### config.mk
export PLATFORM = sky130hd
export DESIGN_NAME = movem_sequencer
export DESIGN_NICKNAME = d
export VERILOG_FILES = /design/src/rtl/movem_sequencer.sv
export SDC_FILE = /design/constraint.sdc
export NUM_CORES = 1
export LEC_CHECK = 0
export ABC_AREA = 0
export CORE_ASPECT_RATIO = 0.6
export CORE_UTILIZATION = 42
export CTS_CLUSTER_DIAMETER = 50
export DETAILED_ROUTE_END_ITERATION = 7
export GPL_TIMING_DRIVEN = 0
export PLACE_DENSITY = 0.77
export SYNTH_ARGS = -nofsm -noshare
export SYNTH_HDL_FRONTEND = slang
export SYNTH_SLANG_ARGS = --single-unit
### constraint.sdc
create_clock -name CLK -period 6.15 [get_ports CLK]
set_input_delay 1.23 -clock CLK [delete_from_list [all_inputs] [get_ports CLK]]
set_output_delay 1.23 -clock CLK [all_outputs]
set_load 0.05 [all_outputs]
### src/rtl/movem_sequencer.sv
// -----------------------------------------------------------------------------
// movem_sequencer
//
// Register-list sequencer for MOVEM. It latches the 16-bit register mask from
// the extension word and presents one register per accepted transfer to the
// register-bank read/write multiplexers. It handshakes with the bus-cycle
// controller through VALID/READY.
//
// Ports
//   CLK          clock; all state updates on the rising edge
//   RESET        synchronous, active-high reset
//   START        load MASK/PREDEC and begin a sequence (honoured only in IDLE)
//   MASK         register list from the MOVEM extension word
//   PREDEC       1 = -(An) addressing: reversed mask bit order
//   READY        consumer accepts the current register this cycle
//   VALID        REG_SEL / REG_IS_ADDR / LAST are valid
//   REG_SEL      register number within the bank (mux select)
//   REG_IS_ADDR  0 = data bank D0-D7, 1 = address bank A0-A7
//   LAST         current register is the final one in the list
//   BUSY         sequence in progress
//   DONE         one-cycle pulse: sequence complete
//   COUNT        transfers remaining including the current one
//
// Build option
//   MOVEM_SEQ_COUNT_EN  when defined, COUNT is the popcount of the pending
//                       mask while running; otherwise COUNT is tied to 0.
// -----------------------------------------------------------------------------
module movem_sequencer #(
    parameter int MASK_W = 16
) (
    input  logic              CLK,
    input  logic              RESET,
    input  logic              START,
    input  logic [MASK_W-1:0] MASK,
    input  logic              PREDEC,
    input  logic              READY,
    output logic              VALID,
    output logic [2:0]        REG_SEL,
    output logic              REG_IS_ADDR,
    output logic              LAST,
    output logic              BUSY,
    output logic              DONE,
    output logic [4:0]        COUNT
);

    typedef enum logic {S_IDLE, S_RUN} state_t;

    state_t            state;
    state_t            state_nxt;
    logic [MASK_W-1:0] pend;
    logic              mode;
    logic              done_r;
    logic [3:0]        cur_bit;
    logic [3:0]        reg_idx;
    logic              one_left;
    logic              accept;

    // Lowest-index pending bit; iterate downward so the lowest set bit wins.
    always_comb begin
        cur_bit = '0;
        for (int i = MASK_W - 1; i >= 0; i--) begin
            if (pend[i]) cur_bit = 4'(i);
        end
    end

    // Exactly one bit set: nonzero and clearing the lowest set bit leaves zero.
    assign one_left = (pend != '0) && ((pend & (pend - 1'b1)) == '0);
    assign reg_idx  = mode ? (4'd15 - cur_bit) : cur_bit;
    assign accept   = (state == S_RUN) && READY;

    // State register
    always_ff @(posedge CLK) begin
        if (RESET) state <= S_IDLE;
        else       state <= state_nxt;
    end

    // Next-state logic
    always_comb begin
        state_nxt = state;
        case (state)
            S_IDLE: if (START && (MASK != '0)) state_nxt = S_RUN;
            S_RUN:  if (READY && one_left)     state_nxt = S_IDLE;
            default: state_nxt = S_IDLE;
        endcase
    end

    // Pending mask, ordering mode and DONE pulse
    always_ff @(posedge CLK) begin
        if (RESET) begin
            pend   <= '0;
            mode   <= 1'b0;
            done_r <= 1'b0;
        end else begin
            done_r <= 1'b0;
            if ((state == S_IDLE) && START) begin
                pend   <= MASK;
                mode   <= PREDEC;
                done_r <= (MASK == '0);
            end else if (accept) begin
                // x & (x-1) clears the lowest set bit, i.e. the current one.
                pend   <= pend & (pend - 1'b1);
                done_r <= one_left;
            end
        end
    end

`ifdef MOVEM_SEQ_COUNT_EN
    logic [4:0] pop;
    always_comb begin
        pop = '0;
        for (int i = 0; i < MASK_W; i++) pop = pop + 5'(pend[i]);
    end
`endif

    // Output logic: everything except DONE is forced to 0 outside RUN.
    always_comb begin
        VALID       = (state == S_RUN);
        BUSY        = (state == S_RUN);
        REG_SEL     = VALID ? reg_idx[2:0] : 3'd0;
        REG_IS_ADDR = VALID ? reg_idx[3]   : 1'b0;
        LAST        = VALID ? one_left     : 1'b0;
        DONE        = done_r;
`ifdef MOVEM_SEQ_COUNT_EN
        COUNT       = VALID ? pop : 5'd0;
`else
        COUNT       = 5'd0;
`endif
    end

endmodule

==> flow_summary.ini, run 1 <==
[status]
outcome = finished, final reports clean

[synthesis]
syn_area_um2 = 1320
avgSynthCellArea_um2 = 7.34
async_reset_ff_share_pct = 0
synth_cells = 180
synth_flop_cell = dfxtp_1
ys_ff_latch = 19
yosysSeqAreaShare_pct = 28.8
synth_edf_count = 0
yosys_warnings = 0
ys_types = 46

[die]
die-area_um2 = 3380
die-height_um = 45.4
ios = 34
start_util_pct = 45.1
rows = 15
coreArea_um2 = 2930
die_width_um = 74.4

[placement]
io_buffers = 27
place_hpwl_um = 2720
routabilityCongestion = 0.817
place_inst = 253

[layout]
drive_gt1_share_pct = 13.0
syn2layout_area_growth_pct = 29.0
nets = 237
instances_no_fill = 257
antenna_cells = 0

[timing]
hold_viol = 0
setup_viol = 0
fin_worst_skew_ns = 0.00406
fmax_ghz = 0.214
fin_tns_setup_ns = 0
min_period_ns = 4.68
worst_slew_pin_slew_ns = 0.612
slew_headroom_pct = 58.8
rsz0062_at_grt = false
drv_slew = 0
period_share_pct = 76.0

[power_and_ir_drop]
vdd_drop_max_mv = 0.143
p_leak_nw = 0.637
p_per_area_nw_per_um2 = 224

[worst_setup_path]
cp_data_required_time_ns = 4.92
arrival_ns = 3.45
cp-end-kind = primary output
start_kind = register
crit_chain = clkbuf_2, or4_4, or4_1, a221o_1, nor4_2, and2_2, clkdlybuf4s50_1
crit_buf_inv = 2
slowest_delay_ns = 0.79
slowest_stage = clkdlybuf4s50_1
path_delay_family = simple AND/OR/NAND/NOR gates
path_max_fanout = 8
path_class = register to primary output

[clocking]
cts_buffers = 3
cts_tree = done
htree_levels = 1
hold_buffers = 0
cts_resized = 0
clkSinkCount = 19
postCtsSetupBuffers = 0
root_buffer = clkbuf_8
clockBufferDepth = 2
clk_pin_slew_ns = 0.07
clock_latency_ns = 0.26

[run]
cap_violations = 0

[global_route]
first_global_vias = 1113
grt_antenna_before_repair = 0
overflow = 0
grt_usage_pct = 22.4
grt_start_max_net_pins = 11
grt_pass1_wl_um = 5540

[route]
drt_iter0_drc = 117
wirelength_um = 3520
firstDrtPassIters = 4
vias = 1412
viasPerCell = 5.49
drc = 0
wl_per_cell_um = 13.7
postRouteAntennaNets = 0

[worst_hold_path]
hold_class = register to register
-- registers in the layout, indices dropped and copies added, names as in the netlist --
| register | count |
|---|---|
| pend | 16 |
| DONE | 1 |
| mode | 1 |
| BUSY | 1 |
-- per-stage QoR --
step / setup WS (ns) / cell area, um^2 / hold slack (ns) / util [%] / power, mW
after detailed placement: 1.78 / 1660 / 0.548 / 56.7 / 0.293
after global routing: 1.38 / 1700 / 0.591 / 58.2 / 0.402
after floorplan: 2.64 / 1340 / 0.492 / - / 0.249
final: 1.47 / 1700 / 0.562 / 58.2 / 0.382
after global placement: 1.78 / 1660 / 0.546 / 56.7 / 0.292
after CTS: 1.48 / 1700 / 0.558 / 58.2 / 0.380
-- tightest hold or removal path, delay by kind of cell, from the launching register on --
| kind | cells | cell delay [ns] |
|---|---|---|
| DFF | 1 | 0.35 |
| AOI/OAI and AO/OA | 2 | 0.17 |
-- power breakdown --
group	switching [mW]	internal, mW	total (mW)
registers	0.00754	0.131	0.139
logic	0.0891	0.0644	0.154
clock network	0.0439	0.0462	0.0901
-- layout make-up --
class / count / area, um^2
fillers: 294 / 1220
multi-input cells: 138 / 803
flip-flops and latches: 19 / 380
repair buffers: 27 / 270
plain buffers: 23 / 138
well taps: 42 / 52.6
clock buffers: 4 / 45.0
inverters: 4 / 15.0
-- cell families after synthesis --
group	Yosys count	synth area share [%]
buffers and inverters	27	11.6
AO/OA/AOI/OAI	49	24.1
adder cells (fa/ha/maj)	2	1.52
multiplexers	2	1.52
flip-flops	19	28.8
other	1	0.284
AND/OR/NAND/NOR	78	30.9
XOR/XNOR	2	1.33
-- path summary, 6_finish.rpt --
path	start	end	slack (ns)	cells after the start
worst min-delay path	pend[15]	pend[15]	0.56	2
worst max-delay path	pend[5]	LAST	1.47	7
worst min register to register	pend[15]	pend[15]	0.56	2
worst max register to register	pend[5]	DONE	3.65	7
-- cells in the final DEF (no fill, tap or decap), types with 2 or more instances in the layout --
cell,instances
clkdlybuf4s50_1,27
nand2_1,23
a21oi_1,21
dfxtp_1,19
nor2_1,14
nor4_1,11
clkbuf_1,8
buf_4,8
o211ai_1,6
nand3_1,5
conb_1,5
buf_2,4
nor3_1,4
inv_1,4
o21ai_0,3
o22ai_1,3
or4_1,3
or3_1,3
clkbuf_8,3
nand2b_1,2
buf_6,2
or2_2,2
a211oi_1,2
mux2i_1,2
o21bai_1,2
and2_1,2
or4_4,2
or3_2,2
maj3_1,2
nand4_1,2
a2111oi_0,2
-- cell usage after synthesis (all sizes together) (2+ instances only) --
cell type / count / area share [%]
nor2: 14 / 4.0
o21ai: 3 / 1.1
maj3: 2 / 1.5
nand4: 2 / 0.95
or2: 2 / 0.95
dfxtp: 19 / 29
a21oi: 21 / 8.0
nand3: 5 / 1.9
or4: 5 / 3.4
nor4: 12 / 6.2
or3: 5 / 2.6
buf: 15 / 8.0
a211oi: 2 / 1.1
o211ai: 6 / 3.4
a2111oi: 2 / 1.3
mux2i: 2 / 1.5
inv: 4 / 1.1
nand2: 23 / 6.5
nand2b: 2 / 0.95
and2: 3 / 1.5
nor3: 4 / 1.5
o21bai: 2 / 1.1
clkbuf: 8 / 2.4
o22ai: 3 / 1.4
-- per-layer routing --
metal  share of wire [%]  up-vias  track usage [%]
met3                 8.3        3             4.65
li1                    -      722                -
met1                  54      629             36.2
met5                   0        -                0
met2                  36       58             29.7
met4                0.71        0             4.53
No activity file was read; power rests on OpenSTA's default activity.
==> inputs of run 2 (changes only) <==
--- a/config.mk
+++ b/config.mk
@@ -11,7 +11,7 @@
 export CTS_CLUSTER_DIAMETER = 50
 export DETAILED_ROUTE_END_ITERATION = 7
 export GPL_TIMING_DRIVEN = 0
-export PLACE_DENSITY = 0.77
+export PLACE_DENSITY = 0.8
 export SYNTH_ARGS = -nofsm -noshare
 export SYNTH_HDL_FRONTEND = slang
 export SYNTH_SLANG_ARGS = --single-unit
==> constraint.sdc (replaced) <==
create_clock -name CLK -period 4.3 [get_ports CLK]
set_input_delay 0.86 -clock CLK [delete_from_list [all_inputs] [get_ports CLK]]
set_output_delay 0.86 -clock CLK [all_outputs]
set_load 0.05 [all_outputs]
==> run 2 against run 1 <==
  * Flip-flop and latch count stayed put
  * Routed wire length down 0.57%
  * Worst hold slack gained 0.0060 ns
  * Critical endpoint unchanged
  * Largest cell class unchanged
  * Final cell count unchanged
  * Clock power increased by 41%
==> flow_summary.ini, run 2 (synthesized netlist as in run 1, its figures left out) <==
[die]
coreArea_um2 = 2930
die-height_um = 45.4
start_util_pct = 45.1
ios = 34
rows = 15
die-area_um2 = 3380
die_width_um = 74.4

[route]
viasPerCell = 5.70
wl_per_cell_um = 13.6
drt_iter0_drc = 100
vias = 1466
wirelength_um = 3500
firstDrtPassIters = 4
drc = 0
postRouteAntennaNets = 0

[power_and_ir_drop]
p_leak_nw = 0.641
combPwrFrac_pct = 40.3
p_per_area_nw_per_um2 = 320
swShare_pct = 36.7
pwr-share-seq_pct = 36.5
internal_power_uw = 345
vdd_drop_max_mv = 0.185
pwr-share-clk_pct = 23.2
p_switching_uw = 200

[layout]
drive_gt1_share_pct = 13.0
top_register = pend
final_util_pct = 58.2
final_cell_area_um2 = 1700
antenna_cells = 0
largest_reg_flops = 16
nFillCells = 281
syn2layout_area_growth_pct = 28.9
nets = 237
final_common_cell = clkdlybuf4s50_1
most-common-layout-cells = 26 x clkdlybuf4s50_1, 23 x nand2_1, 21 x a21oi_1, 19 x dfxtp_1, 14 x nor2_1

[clocking]
hold_buffers = 0
clockBufferDepth = 2
clk_pin_slew_ns = 0.07
htree_levels = 1
root_buffer = clkbuf_8
cts_buffers = 3
clkSinkCount = 19
clock_latency_ns = 0.26
cts_tree = done

[worst_setup_path]
path_class = register to primary output
worstReg2RegStart = pend[5]
path_max_fanout = 8
slowest_stage = or4_4
ff2ff_setup_slack_ns = 1.68
worstReg2RegEnd = BUSY
cp_data_required_time_ns = 3.44
crit_chain = clkbuf_2, or4_4, or4_1, a221o_1, nor4_2, and2_2, dlygate4sd2_1
slowest_delay_ns = 0.55
path_delay_family = simple AND/OR/NAND/NOR gates
arrival_ns = 3.26
start_kind = register
cp-end-kind = primary output
crit_buf_inv = 2
r2r_cells = 6

[worst_hold_path]
min_path_cells = 2
hold_class = register to register
hold_start = mode
min_to = mode

[timing]
drv_slew = 0
worst_slew_pin_slew_ns = 0.563
fmax_ghz = 0.243
slew_headroom_pct = 62.1
fin_tns_setup_ns = 0
setup_viol = 0
min_period_ns = 4.12
rsz0062_at_grt = false
hold_viol = 0
fin_ws_ns = 0.180
fin_worst_skew_ns = 0.00517
period_share_pct = 95.8

[placement]
routabilityCongestion = 0.851
io_buffers = 27
pre_cts_slack_ns = 0.234
place_area_um2 = 1660
place_hpwl_um = 2770

[global_route]
grt_start_max_net_pins = 11
grt_usage_pct = 22.1
first_global_vias = 1132
grt_antenna_before_repair = 0
overflow = 0
grt_pass1_wl_um = 5490

[status]
outcome = finished, final reports clean

[run]
cap_violations = 0
==> run 2: cell types whose count changed in the layout (fill, tap and decap cells not counted) <==
| cell | delta |
|---|---|
| clkdlybuf4s50_1 | -1 |
| dlygate4sd2_1 | +1 |
==> run 2: tightest hold or removal path, stage by stage (launching register included) <==
cell and delay (ns):
dfxtp_1 0.38, nand2_1 0.09, a21oi_1 0.06
==> run 2: layout make-up <==
class | count | area, um^2 | share of cell area, %
multi-input cells | 138 | 803 | 47.2
flip-flops and latches | 19 | 380 | 22.3
repair buffers | 27 | 269 | 15.8
plain buffers | 23 | 138 | 8.08
well taps | 42 | 52.6 | 3.09
clock buffers | 4 | 45.0 | 2.65
inverters | 4 | 15.0 | 0.882
==> run 2: timing repair <==
item,in CTS,in global routing
buffers inserted,0,0
setup endpoints to repair,1,0
gates resized for setup,1,0
==> run 2: metrics by stage <==
step           total power [mW]  std cells  hold WS (ns)
3_5_place_dp              0.420        253         0.559
4_1_cts                   0.544        257         0.569
3_3_place_gp              0.417        253         0.551
2_1_floorplan             0.356        184         0.492
5_1_grt                   0.573        257         0.604
6_report                  0.545        257         0.568
==> run 2: power groups by stage <==
stage / sequential (mW) / combinational, mW / clock, mW
after global routing: 0.200 / 0.238 / 0.135
final: 0.199 / 0.219 / 0.127
after detailed placement: 0.202 / 0.217 / 0
after floorplan: 0.203 / 0.153 / 0
after CTS: 0.198 / 0.218 / 0.128
after global placement: 0.202 / 0.215 / 0
==> run 2: per-layer routing <==
| layer | vias up | track usage [%] | routed length, um |
|---|---|---|---|
| met1 | 662 | 37.3 | 1810 |
| met5 | - | 0 | 0 |
| met3 | 6 | 3.98 | 334 |
| met2 | 75 | 27.0 | 1310 |
| li1 | 723 | - | - |
| met4 | 0 | 5.66 | 37 |
==> run 2: how the worst max path moves through the flow <==
stage,cells past startpoint,startpoint,slack (ns),endpoint
after floorplan,6,pend[4],1.16,LAST
after global placement,7,pend[5],0.29,LAST
after detailed placement,7,pend[5],0.23,LAST
after CTS,7,pend[5],0.21,LAST
after global routing,7,pend[5],0.11,LAST
final,7,pend[5],0.18,LAST
